`src/rtl/fetch_unit.sv`:
```
// fetch_unit: instruction-fetch stage of the ez8 core.
//
// Generates program-ROM read addresses and keeps a hardware call/return stack.
// Each fetched word, its PC and a valid flag go to decode. Jump, call and ret
// from decode, and skip from skip_calc, can redirect or squash the fetch stream.
//
// Ports:
//   clk, reset_n      core clock; synchronous active-low reset
//   pause             stall: every register holds
//   skip              squash the instruction after the current one
//   jump/call/ret     redirect controls (priority ret > call > jump > skip)
//   target            jump/call destination
//   instr_addr        ROM read address (ROM has 1-cycle read latency)
//   instr_data        ROM read data
//   instr, pc         current instruction and its address
//   instr_valid       instr/pc hold a real instruction to execute
//   stack_overflow    sticky: call attempted with the stack full
//   stack_underflow   sticky: ret attempted with the stack empty
module fetch_unit #(
  parameter int PC_WIDTH    = 12,
  parameter int STACK_DEPTH = 8,
  parameter int INSTR_WIDTH = 16
) (
  input  logic                   clk,
  input  logic                   reset_n,
  input  logic                   pause,
  input  logic                   skip,
  input  logic                   jump,
  input  logic                   call,
  input  logic                   ret,
  input  logic [PC_WIDTH-1:0]    target,
  output logic [PC_WIDTH-1:0]    instr_addr,
  input  logic [INSTR_WIDTH-1:0] instr_data,
  output logic [INSTR_WIDTH-1:0] instr,
  output logic [PC_WIDTH-1:0]    pc,
  output logic                   instr_valid,
  output logic                   stack_overflow,
  output logic                   stack_underflow
);

  // The pointer has one extra bit so "full" (== STACK_DEPTH) is representable.
  localparam int SP_W  = $clog2(STACK_DEPTH) + 1;
  localparam int IDX_W = SP_W - 1;

  logic [PC_WIDTH-1:0] stack [STACK_DEPTH];
  logic [SP_W-1:0]     sp;

  logic             accept;
  logic             do_ret, do_call, do_jump, do_skip;
  logic             stack_empty, stack_full;
  logic [IDX_W-1:0] push_idx, pop_idx;

  // ROM data is the instruction; the PC alignment is done by the pc register.
  assign instr = instr_data;

  // NOTE: every signal gets a value on every path through always_comb, so no
  // latch can be inferred.
  always_comb begin
    accept      = instr_valid && !pause;
    do_ret      = accept && ret;
    do_call     = accept && !ret && call;
    do_jump     = accept && !ret && !call && jump;
    do_skip     = accept && !ret && !call && !jump && skip;
    stack_empty = (sp == '0);
    stack_full  = (sp == SP_W'(STACK_DEPTH));
    push_idx    = IDX_W'(sp);
    pop_idx     = IDX_W'(sp - SP_W'(1));
  end

  // NOTE: sequential state uses non-blocking assignments only, so every
  // right-hand side below reads the pre-edge value of the registers.
  always_ff @(posedge clk) begin
    if (!reset_n) begin
      instr_addr      <= '0;
      pc              <= '0;
      instr_valid     <= 1'b0;
      sp              <= '0;
      stack_overflow  <= 1'b0;
      stack_underflow <= 1'b0;
    end else if (!pause) begin
      // Default: sequential fetch, wrapping silently at the top of memory.
      pc          <= instr_addr;
      instr_addr  <= instr_addr + PC_WIDTH'(1);
      instr_valid <= 1'b1;

      // Any redirect squashes the word already in flight from the ROM.
      if (do_ret) begin
        instr_valid <= 1'b0;
        if (stack_empty) begin
          stack_underflow <= 1'b1;
          instr_addr      <= '0;
        end else begin
          instr_addr <= stack[pop_idx];
          sp         <= sp - SP_W'(1);
        end
      end else if (do_call) begin
        instr_valid <= 1'b0;
        instr_addr  <= target;
        if (stack_full) stack_overflow <= 1'b1;
        else            sp <= sp + SP_W'(1);
      end else if (do_jump) begin
        instr_valid <= 1'b0;
        instr_addr  <= target;
      end else if (do_skip) begin
        // Fetch keeps going; only the next instruction (pc+1) is squashed.
        instr_valid <= 1'b0;
      end
    end
  end

  // NOTE: stack storage is deliberately not reset; an entry is only ever read
  // after it has been written, since the pointer is reset to empty.
  always_ff @(posedge clk) begin
    if (reset_n && do_call && !stack_full)
      stack[push_idx] <= pc + PC_WIDTH'(1);
  end

endmodule

```
`config.mk`:
```
export PLATFORM = sky130hd
export DESIGN_NAME = fetch_unit
export DESIGN_NICKNAME = d
export VERILOG_FILES = /design/src/rtl/fetch_unit.sv
export SDC_FILE = /design/constraint.sdc
export NUM_CORES = 1
export LEC_CHECK = 0
export CORE_AREA = 2 2 110 101
export CTS_CLUSTER_SIZE = 16
export DETAILED_ROUTE_END_ITERATION = 7
export DIE_AREA = 0 0 112 103
export PLACE_DENSITY = 0.79
export RECOVER_POWER = 25
export SLEW_MARGIN = 20
export SYNTH_ARGS = -nofsm -noshare
export SYNTH_HDL_FRONTEND = slang
export SYNTH_SLANG_ARGS = --single-unit
export TNS_END_PERCENT = 50
```
`constraint.sdc`:
```
create_clock -name clk -period 4.3 [get_ports clk]
set_clock_uncertainty 0.2 [all_clocks]
set_input_delay 0.86 -clock clk [delete_from_list [all_inputs] [get_ports clk]]
set_output_delay 0.86 -clock clk [all_outputs]
set_load 0.02 [all_outputs]
```
==> impl_metrics.env <==
export IMPL_crit_type="primary input to register"
export IMPL_ant_nets=0
export IMPL_power_density_nw_per_um2=449.9
export IMPL_seq_area_frac_synth_pct=62.28
export IMPL_core_area_um2=10540
export IMPL_maxSlewViolCount=0
export IMPL_yosys_most_used_dff="edfxtp_1"
export IMPL_start_util_pct=53.37
export IMPL_syn_avg_cell_area_um2=14.46
export IMPL_numCtsBuffers=17
export IMPL_r2r_slack_ns=1.24
export IMPL_cp_start_kind="primary input"
export IMPL_vias=3435
export IMPL_async_reset_ff_share_pct=0
export IMPL_firstDrtPassIters=5
export IMPL_die_w_um=112
export IMPL_cap_violations=0
export IMPL_relSlewSlack_pct=28.10
export IMPL_antenna_cells=0
export IMPL_internal_power_mw=2.354
export IMPL_drt_initial_drc_count=296
export IMPL_via_per_inst=5.984
export IMPL_cp_cell_sequence="dlygate4sd3_1 > clkbuf_1 > nand4_1 > nor3_2 > buf_4"
export IMPL_grt_pass1_vias=3398
export IMPL_cp_max_fo=26
export IMPL_die_area_um2=11540
export IMPL_gp_congestion=0.8331
export IMPL_antenna_found_initial=0
export IMPL_grt_start_max_net_pins=27
export IMPL_remaining_drc_errors=0
export IMPL_post_cts_setup_buffers=0
export IMPL_htreeDepth=4
export IMPL_min_period_over_period_pct=75.86
export IMPL_hold_class="register to register"
export IMPL_synthCells=389
export IMPL_fin_nets=467
export IMPL_clock_latency_ns=0.41
export IMPL_combPwrFrac_pct=7.1
export IMPL_synth_seq_cells=127
export IMPL_grt_pass1_wl_um=18910
export IMPL_clk_pin_slew_ns=0.06
export IMPL_cts_tree="built"
export IMPL_overflow=0
export IMPL_arrival_ns=3.15
export IMPL_cts_root_buf="clkbuf_16"
export IMPL_cts_resized=0
export IMPL_clockBufferDepth=2
export IMPL_endpoint_kind="register"
export IMPL_syn_to_final_growth_pct=19.66
export IMPL_p_leak_nw=2.341
export IMPL_p_seq_share_pct=44.8
export IMPL_pin_count=78
export IMPL_grt_usage_pct=22.21
export IMPL_cp_required_ns=4.19
export IMPL_cts_sinks=127
export IMPL_die_y_um=103
export IMPL_ys_warn_count=0
export IMPL_synth_cell_types=44
export IMPL_hpwl_um=7833
export IMPL_final_layout_size_suffix_gt1_share_pct=17.91
export IMPL_period_needed_ns=3.262
export IMPL_io_buffer_count=45
export IMPL_worst_pin_slew_ns=1.071
export IMPL_setup_violations=0
export IMPL_vdd_ir_drop_max_mv=0.2565
export IMPL_synth_edf_count=96
export IMPL_p_sw_mw=0.6748
export IMPL_routed_wl_um=12290
export IMPL_finalSetupTns_ns=0
export IMPL_sw_frac_of_total_pct=22.28
export IMPL_power_frac_clock_pct=48.1
export IMPL_post_drt_wl_per_cell_um=21.41
export IMPL_slowest_delay_ns=0.76
export IMPL_slowest_stage="clkbuf_1"
export IMPL_rsz0062_at_grt="false"
export IMPL_outcome="complete, no violations"
export IMPL_power_total_mw=3.028
export IMPL_synth_area_um2=5625
export IMPL_clock_fmax_ghz=0.3066
export IMPL_num_rows=36
export IMPL_finalHoldViolations=0
export IMPL_synth_nets=428
export IMPL_postCtsHoldBufs=0
## path summary, 6_finish.rpt
| path | depth (start not counted) | endpoint | startpoint |
|---|---|---|---|
| setup / recovery | 5 | stack[1][10] | reset_n |
| hold reg to reg | 1 | stack_underflow | stack_underflow |
| hold / removal | 1 | stack_underflow | stack_underflow |
| setup reg to reg | 7 | instr_addr[1] | sp[1] |
## cell usage in the layout (no fill, tap or decap), drive strengths merged, types with 8 or more instances in the layout
cell type       n
edfxtp         96
clkdlybuf4s50  43
dfxtp          31
mux4           24
nor2           23
mux2i          21
xnor2          18
clkbuf         18
o21ai          17
nand2          15
nor2b          14
nand3          12
buf            11
inv            10
xor2            8
nor3            8
## flip-flops by register name (all words and copies together) (netlist names)
register and cells:
stack 96, stack_underflow 1, sp 4, instr_addr 12, pc 12, stack_overflow 1
instr_valid 1
## area by class of cell
class	instances	area, um^2
clock buffer	17	425.4
clock inverter	15	185.2
fill	743	3809
inverter	6	22.52
multi-input combinational	219	1892
sequential	127	3503
tap	133	166.4
timing repair buffer	57	536.8
## cell families (layout without fill, tap and decap cells)
family          count (synthesis)  in the layout  share of synthesized area, %
xor+xnor                       26             26                         4.382
compound gates                 46             46                         5.672
flops                         127            127                         62.28
buf+inv                        43             95                         4.270
simple gates                   95             95                         8.563
fa+ha+maj                       4              4                        0.8897
mux                            48             48                         13.95
## metrics by stage
stage                     utilization (%)  worst slack, ns  std cells  hold WS [ns]  area (um^2)
after floorplan                         -            1.195        389        0.3931         5625
after global placement              58.11            1.096        542        0.2482         6125
after detailed placement            58.11           0.9868        542        0.2610         6125
after CTS                           63.90            1.229        574        0.2751         6735
after global routing                63.87           0.8394        574        0.2832         6731
final                               63.87            1.038        574        0.2667         6731
## power by group through the flow
stage | Sequential, mW | Combinational [mW] | Clock [mW]
after floorplan | 1.39 | 0.147 | 0
after global placement | 1.38 | 0.210 | 0
after detailed placement | 1.38 | 0.214 | 0
after CTS | 1.35 | 0.217 | 1.47
after global routing | 1.36 | 0.231 | 1.53
final | 1.36 | 0.215 | 1.46
## routing by layer
layer  global-route usage (%)  wire length (um)
met1                    28.34              5011
met2                    37.44              6032
met3                    5.409               956
met4                    8.724               287
met5                        0                 0
## critical path, delay by kind of cell
family,cells,cell delay [ns]
buffers and inverters,3,1.74
AND/OR/NAND/NOR,2,0.55
## cell usage after synthesis, types with 8 or more instances
cell type	instances	area [um^2]
edfxtp_1	96	2883
dfxtp_1	31	620.6
mux4_2	24	540.5
nor2_1	23	86.33
mux2i_1	21	210.2
xnor2_1	18	157.7
buf_4	17	127.6
nand2_1	15	56.30
o21ai_0	15	75.07
nor2b_1	14	87.58
nand3_1	12	60.06
clkbuf_1	11	41.29
nor3_1	8	40.04
Power figures use the tool's default switching activity.
